$ cat src/rtl/tm1637_byte_tx.sv
// tm1637_byte_tx: sends one byte on the TM1637 two-wire bus (CLK + open-drain DIO).
// The byte goes out LSB first, after a START when the bus is closed. It is followed by
// an ACK clock and then either a STOP or a park with CLK low, so the next byte can
// continue the open transaction.
// Optional feature: define TM1637_ACK_CHECK_EN to latch a missing ACK into ack_err.
// dbg_state exposes the FSM state for debug and assertion binding.
module tm1637_byte_tx #(
  parameter int CLK_DIV = 256  // clocks per bus half-phase, minimum 2
) (
  input  logic       clock,
  input  logic       reset_n,
  input  logic [7:0] data_in,
  input  logic       data_latch,
  input  logic       data_stop_bit,
  output logic       busy,
  output logic       tm_clk,
  output logic       dio_oe,
  input  logic       dio_in,
  output logic       ack_err,
  output logic [3:0] dbg_state
);

  // Handshake: a byte is taken on an edge where data_latch=1 and the block is armed,
  // and either busy=0 or the edge is the one that ends the current byte. That last
  // case chains the next byte with no gap. Taking a byte disarms the block. The
  // block re-arms on any edge that samples data_latch=0. While busy, data_latch only
  // re-arms the block and never interrupts the byte in flight.

  typedef enum logic [3:0] {
    S_IDLE,
    S_START,
    S_BIT_LO,
    S_BIT_HI,
    S_ACK_LO,
    S_ACK_HI,
    S_STOP_LO,
    S_STOP_HI,
    S_STOP_REL,
    S_PARK
  } state_t;

  localparam int CW = $clog2(CLK_DIV);
  localparam logic [CW-1:0] LAST = CW'(CLK_DIV - 1);

  state_t        state_q, state_d;
  logic [CW-1:0] cnt_q, cnt_d;
  logic [7:0]    shreg_q, shreg_d;
  logic [2:0]    bit_q, bit_d;
  logic          stop_q, stop_d;
  logic          armed_q, armed_d;
  logic          bus_open_q, bus_open_d;
  logic          busy_q, busy_d;
  logic          tm_clk_q, tm_clk_d;
  logic          dio_oe_q, dio_oe_d;

  logic phase_end;
  logic byte_end;
  logic bus_open_eff;
  logic accept;

  assign phase_end = (cnt_q == LAST);
  // The last cycle of a byte is the end of STOP_REL, or the end of ACK_HI when no stop follows.
  assign byte_end = phase_end &&
                    ((state_q == S_STOP_REL) || ((state_q == S_ACK_HI) && !stop_q));
  // A byte chained onto the final edge must see the bus state the finishing byte leaves behind.
  assign bus_open_eff = byte_end ? ~stop_q : bus_open_q;
  assign accept = armed_q && data_latch &&
                  ((state_q == S_IDLE) || (state_q == S_PARK) || byte_end);

  // Next-state logic: phase sequencing, line levels for the coming phase, and byte acceptance.
  always_comb begin
    state_d    = state_q;
    cnt_d      = cnt_q;
    shreg_d    = shreg_q;
    bit_d      = bit_q;
    stop_d     = stop_q;
    armed_d    = armed_q | ~data_latch;
    bus_open_d = bus_open_q;
    busy_d     = busy_q;
    tm_clk_d   = tm_clk_q;
    dio_oe_d   = dio_oe_q;

    if ((state_q != S_IDLE) && (state_q != S_PARK)) begin
      cnt_d = phase_end ? '0 : cnt_q + 1'b1;
    end

    case (state_q)
      S_IDLE: ;
      S_PARK: state_d = S_IDLE;
      S_START: begin
        if (phase_end) begin
          state_d  = S_BIT_LO;
          tm_clk_d = 1'b0;
          dio_oe_d = ~shreg_q[0];
        end
      end
      S_BIT_LO: begin
        if (phase_end) begin
          state_d  = S_BIT_HI;
          tm_clk_d = 1'b1;
        end
      end
      S_BIT_HI: begin
        if (phase_end) begin
          tm_clk_d = 1'b0;
          if (bit_q == 3'd7) begin
            state_d  = S_ACK_LO;
            dio_oe_d = 1'b0;
          end else begin
            state_d  = S_BIT_LO;
            dio_oe_d = ~shreg_q[1];
            shreg_d  = shreg_q >> 1;
            bit_d    = bit_q + 3'd1;
          end
        end
      end
      S_ACK_LO: begin
        if (phase_end) begin
          state_d  = S_ACK_HI;
          tm_clk_d = 1'b1;
        end
      end
      S_ACK_HI: begin
        if (phase_end) begin
          tm_clk_d = 1'b0;
          dio_oe_d = 1'b1;
          if (stop_q) begin
            state_d = S_STOP_LO;
          end else begin
            state_d    = S_PARK;
            busy_d     = 1'b0;
            bus_open_d = 1'b1;
          end
        end
      end
      S_STOP_LO: begin
        if (phase_end) begin
          state_d  = S_STOP_HI;
          tm_clk_d = 1'b1;
        end
      end
      S_STOP_HI: begin
        if (phase_end) begin
          state_d  = S_STOP_REL;
          dio_oe_d = 1'b0;
        end
      end
      S_STOP_REL: begin
        if (phase_end) begin
          state_d    = S_IDLE;
          busy_d     = 1'b0;
          bus_open_d = 1'b0;
        end
      end
      default: state_d = S_IDLE;
    endcase

    if (accept) begin
      armed_d = 1'b0;
      shreg_d = data_in;
      stop_d  = data_stop_bit;
      bit_d   = 3'd0;
      cnt_d   = '0;
      busy_d  = 1'b1;
      if (bus_open_eff) begin
        state_d  = S_BIT_LO;
        tm_clk_d = 1'b0;
        dio_oe_d = ~data_in[0];
      end else begin
        state_d  = S_START;
        tm_clk_d = 1'b1;
        dio_oe_d = 1'b1;
      end
    end
  end

  // State and output registers; reset releases the bus at once and drops any byte in flight.
  always_ff @(posedge clock or negedge reset_n) begin
    if (!reset_n) begin
      state_q    <= S_IDLE;
      cnt_q      <= '0;
      shreg_q    <= '0;
      bit_q      <= '0;
      stop_q     <= 1'b0;
      armed_q    <= 1'b1;
      bus_open_q <= 1'b0;
      busy_q     <= 1'b0;
      tm_clk_q   <= 1'b1;
      dio_oe_q   <= 1'b0;
    end else begin
      state_q    <= state_d;
      cnt_q      <= cnt_d;
      shreg_q    <= shreg_d;
      bit_q      <= bit_d;
      stop_q     <= stop_d;
      armed_q    <= armed_d;
      bus_open_q <= bus_open_d;
      busy_q     <= busy_d;
      tm_clk_q   <= tm_clk_d;
      dio_oe_q   <= dio_oe_d;
    end
  end

`ifdef TM1637_ACK_CHECK_EN
  logic ack_q;
  logic ack_sample;

  assign ack_sample = (state_q == S_ACK_HI) && phase_end;

  // ACK capture: the pad level on the last ACK_HI cycle. If a new byte is taken on
  // the same edge, the clear from that acceptance wins.
  always_ff @(posedge clock or negedge reset_n) begin
    if (!reset_n) begin
      ack_q <= 1'b0;
    end else if (accept) begin
      ack_q <= 1'b0;
    end else if (ack_sample) begin
      ack_q <= dio_in;
    end
  end

  assign ack_err = ack_q;
`else
  logic ack_unused;

  assign ack_unused = dio_in;
  assign ack_err    = 1'b0;
`endif

  assign busy      = busy_q;
  assign tm_clk    = tm_clk_q;
  assign dio_oe    = dio_oe_q;
  assign dbg_state = state_q;

endmodule

$ cat config.mk
export PLATFORM = sky130hd
export DESIGN_NAME = tm1637_byte_tx
export DESIGN_NICKNAME = d
export VERILOG_FILES = /design/src/rtl/tm1637_byte_tx.sv
export SDC_FILE = /design/constraint.sdc
export NUM_CORES = 1
export LEC_CHECK = 0
export BUFFER_PORTS_ARGS = -buffer_cell sky130_fd_sc_hd__buf_2
export CAP_MARGIN = 20
export CORE_ASPECT_RATIO = 0.75
export CORE_UTILIZATION = 51
export DETAILED_ROUTE_END_ITERATION = 8
export PLACE_DENSITY = 0.71
export SKIP_LAST_GASP = 1
export SLEW_MARGIN = 20
export SYNTH_ARGS = -nofsm -noshare
export SYNTH_HDL_FRONTEND = slang
export SYNTH_SLANG_ARGS = --single-unit
$ cat constraint.sdc
create_clock -name clock -period 3.2 [get_ports clock]
set_input_delay 0.16 -clock clock [delete_from_list [all_inputs] [get_ports clock]]
set_output_delay 0.16 -clock clock [all_outputs]
set_load 0.02 [all_outputs]
==> summary.md <==
| Metric | Value |
|---|---|
| Antenna Cells | `0` |
| Syn Std Cell Area | `0.00171 mm2` |
| Tmin final | `2.26 ns` |
| Total GRT Usage | `23.0%` |
| Largest net degree at the start of global routing | `30` |
| Worst path slowest cell | `a21oi_4` |
| EDFF count, synth | `0` |
| Syn nets | `187` |
| Synth warn | `0` |
| Clk slew on worst S/H paths | `0.06 ns` |
| CP endpoint kind | `register` |
| Setup CP Type | `register to register` |
| Skew final | `0.00643 ns` |
| Pins over their slew limit | `0` |
| Netlist cell types | `54` |
| Hold Path Depth | `2` |
| First drt pass iteration count | `4` |
| Startpoint class of the critical path | `register` |
| Worst r2r src | `cnt_q[0]$_DFFE_PN0P_` |
| Die X | `68.9 um` |
| Number of max-cap violations | `0` |
| # setup viols final | `0` |
| HP Start | `data_latch` |
| Final hold violation count | `0` |
| Via count | `1343` |
| Status | `completed` |
| Core area | `0.00306 mm2` |
| LEAKAGE | `0.806 nW` |
| CTS tree | `built` |
| Placement row count | `17` |
| Post-synth top area cell | `dfrtp_1` |
| Fmax | `442 MHz` |
| Synth cell count leaders | `dfrtp_1 (27), nand2_1 (22), nor2_1 (12)` |
| Most common cell in the netlist | `dfrtp_1` |
| Layout cells sized above 1 | `23.2%` |
| Tcrit/Tclk final | `70.7%` |
| Vias/cell | `5.89` |
| Sequential element share of the synthesized area | `42.5%` |
| # IOs | `21` |
| Power Density | `721 mW/mm2` |
| Peak supply drop | `0.343 mV` |
| First-pass GRT wire length | `5930 um` |
| TNS Setup | `0 ns` |
| Critical Path AT | `2.42 ns` |
| Root Buffer | `clkbuf_8` |
| Die ar. | `0.00359 mm2` |
| Vias in the first global route | `1262` |
| # port buffers | `18` |
| Remaining antenna violation count | `0` |
| CTS H-tree lvls | `2` |
| Worst hold-check path type | `input pin to register` |
| Syn_area_per_cell | `10.0 um2` |
| Total power | `0.00135 W` |
| Drt initial violations | `125` |
| Delay of the slowest cell on the worst path | `0.57 ns` |
| GP Congestion | `0.806` |
| Final nets | `205` |
| WL/cell | `15.3 um` |
| CP startpoint | `cnt_q[0]$_DFFE_PN0P_` |
| Crit-path max FO | `24` |
| Rel. slew slack | `56.9%` |
| CTS max path bufs | `2` |
| Area contributors post-synth | `dfrtp_1 (39%), mux2i_1 (5.3%), nand2_1 (4.8%)` |
| Final wirelength | `3480 um` |
| Initial Utilization | `55.9%` |
| Ys flop type | `dfrtp_1` |
| Synth top area share | `39.5%` |
| Synth-to-Final Area Change | `9.80%` |
| CP Data Required Time | `3.35 ns` |
| Mapped Cells | `171` |
| Post-route DRC | `0` |
| Chip height | `52.2 um` |
| Total gr overflow | `0` |
| CP cell instances | `ha_1, and4_2, o211ai_4, a21oi_4, nor3b_1, a221o_1` |
| Cts bufs inserted | `5` |
| Initial antenna violation count | `0` |
| Ys async rst share | `100%` |
| Worst-skew pair later-pin latency | `0.27 ns` |
| Detailed placement HPWL | `2410 um` |
| Sink Count | `29` |
| Post_cts resized | `0` |
| #FFs+latches synth | `29` |
| RSZ-0062 raised after global routing | `no` |
| R2r worst-path depth | `6` |
| Slew @ Worst Pin | `0.647 ns` |
==> critical path, delay by kind of cell (launching register included) <==
family / cells / cell delay, ns
fa+ha+maj: 1 / 0.24
compound gates: 3 / 1.02
simple gates: 2 / 0.47
flops: 1 / 0.42
==> layout by cell type (no fill, tap or decap), types with 3 or more instances in the layout <==
cell       n
inv_1      5
a21oi_1    6
buf_2     18
nand3_1    6
clkbuf_8   6
ha_1       3
nand2_1   22
dfrtp_1   27
o21ai_0    5
xor2_1     6
o21ai_1    6
nor2_1    12
nand4_1    8
mux2i_1    9
==> registers in the layout (all words and copies together) (netlist names) <==
register and count:
cnt_q 8, shreg_q 8, dbg_state 4, bit_q 3, armed_q 1, bus_open_q 1
busy 1, dio_oe 1, stop_q 1, tm_clk 1
==> area by class of cell <==
class / instances / area, um2
clock buffers: 8 / 90.1
fillers: 262 / 1180
inverters: 6 / 22.5
multi-input cells: 127 / 883
flip-flops and latches: 29 / 728
well taps: 38 / 47.5
repair buffers: 20 / 108
==> final timing paths <==
check / to / slack, ns
max in group asynchronous: bus_open_q$_DFFE_PN0P_ / 2.33
hold / removal: armed_q$_DFF_PN1_ / 0.04
setup reg to reg: shreg_q[0]$_DFFE_PN0P_ / 0.94
hold reg to reg: armed_q$_DFF_PN1_ / 0.49
setup / recovery: shreg_q[0]$_DFFE_PN0P_ / 0.94
min in group asynchronous: dbg_state[0]$_DFFE_PN0P_ / 0.45
==> per-stage QoR <==
step           util (%)  instance area, um2  cells  hold WS (ns)  worst slack [ns]
6_report           61.4                1880    228        0.0450             0.938
5_1_grt            61.4                1880    228        0.0426             0.725
4_1_cts            61.4                1880    228        0.0418             0.942
3_5_place_dp       58.1                1780    219         0.218             0.955
3_3_place_gp       58.1                1780    219         0.215              1.00
2_1_floorplan         -                1710    171        -0.136              1.40
==> report_power, final <==
group / total (W) / internal (W) / switching [W]
Combinational: 0.000413 / 0.000181 / 0.000232
Sequential: 0.000639 / 0.000489 / 0.000150
Clock: 0.000303 / 0.000175 / 0.000128
==> routing by layer <==
metal	global-route usage, %	vias to the layer above	share of wire (%)
li1	-	649	-
met1	33.3	647	49
met2	33.5	45	45
met3	5.87	2	5.9
met4	6.46	0	0.49
met5	0	-	0
==> kinds of logic (layout without fill, tap and decap cells) <==
logic type / after synthesis / after routing / share of synthesized area, %
AOI/OAI and AO/OA: 36 / 36 / 16.0
xor gates and xnor gates: 8 / 8 / 4.09
adders and majority gates: 3 / 3 / 2.19
buffers and inverters: 15 / 34 / 5.85
DFF: 29 / 29 / 42.5
muxes: 10 / 10 / 5.92
other: 1 / 1 / 0.219
and+or+nand+nor: 69 / 69 / 23.2
==> repair_timing <==
item,CTS,global route
hold endpoints to repair,27,0
endpoints found under the setup margin,0,0
buffers inserted,0,0
hold buffers,1,0
No activity file was read; power rests on OpenSTA's default activity.
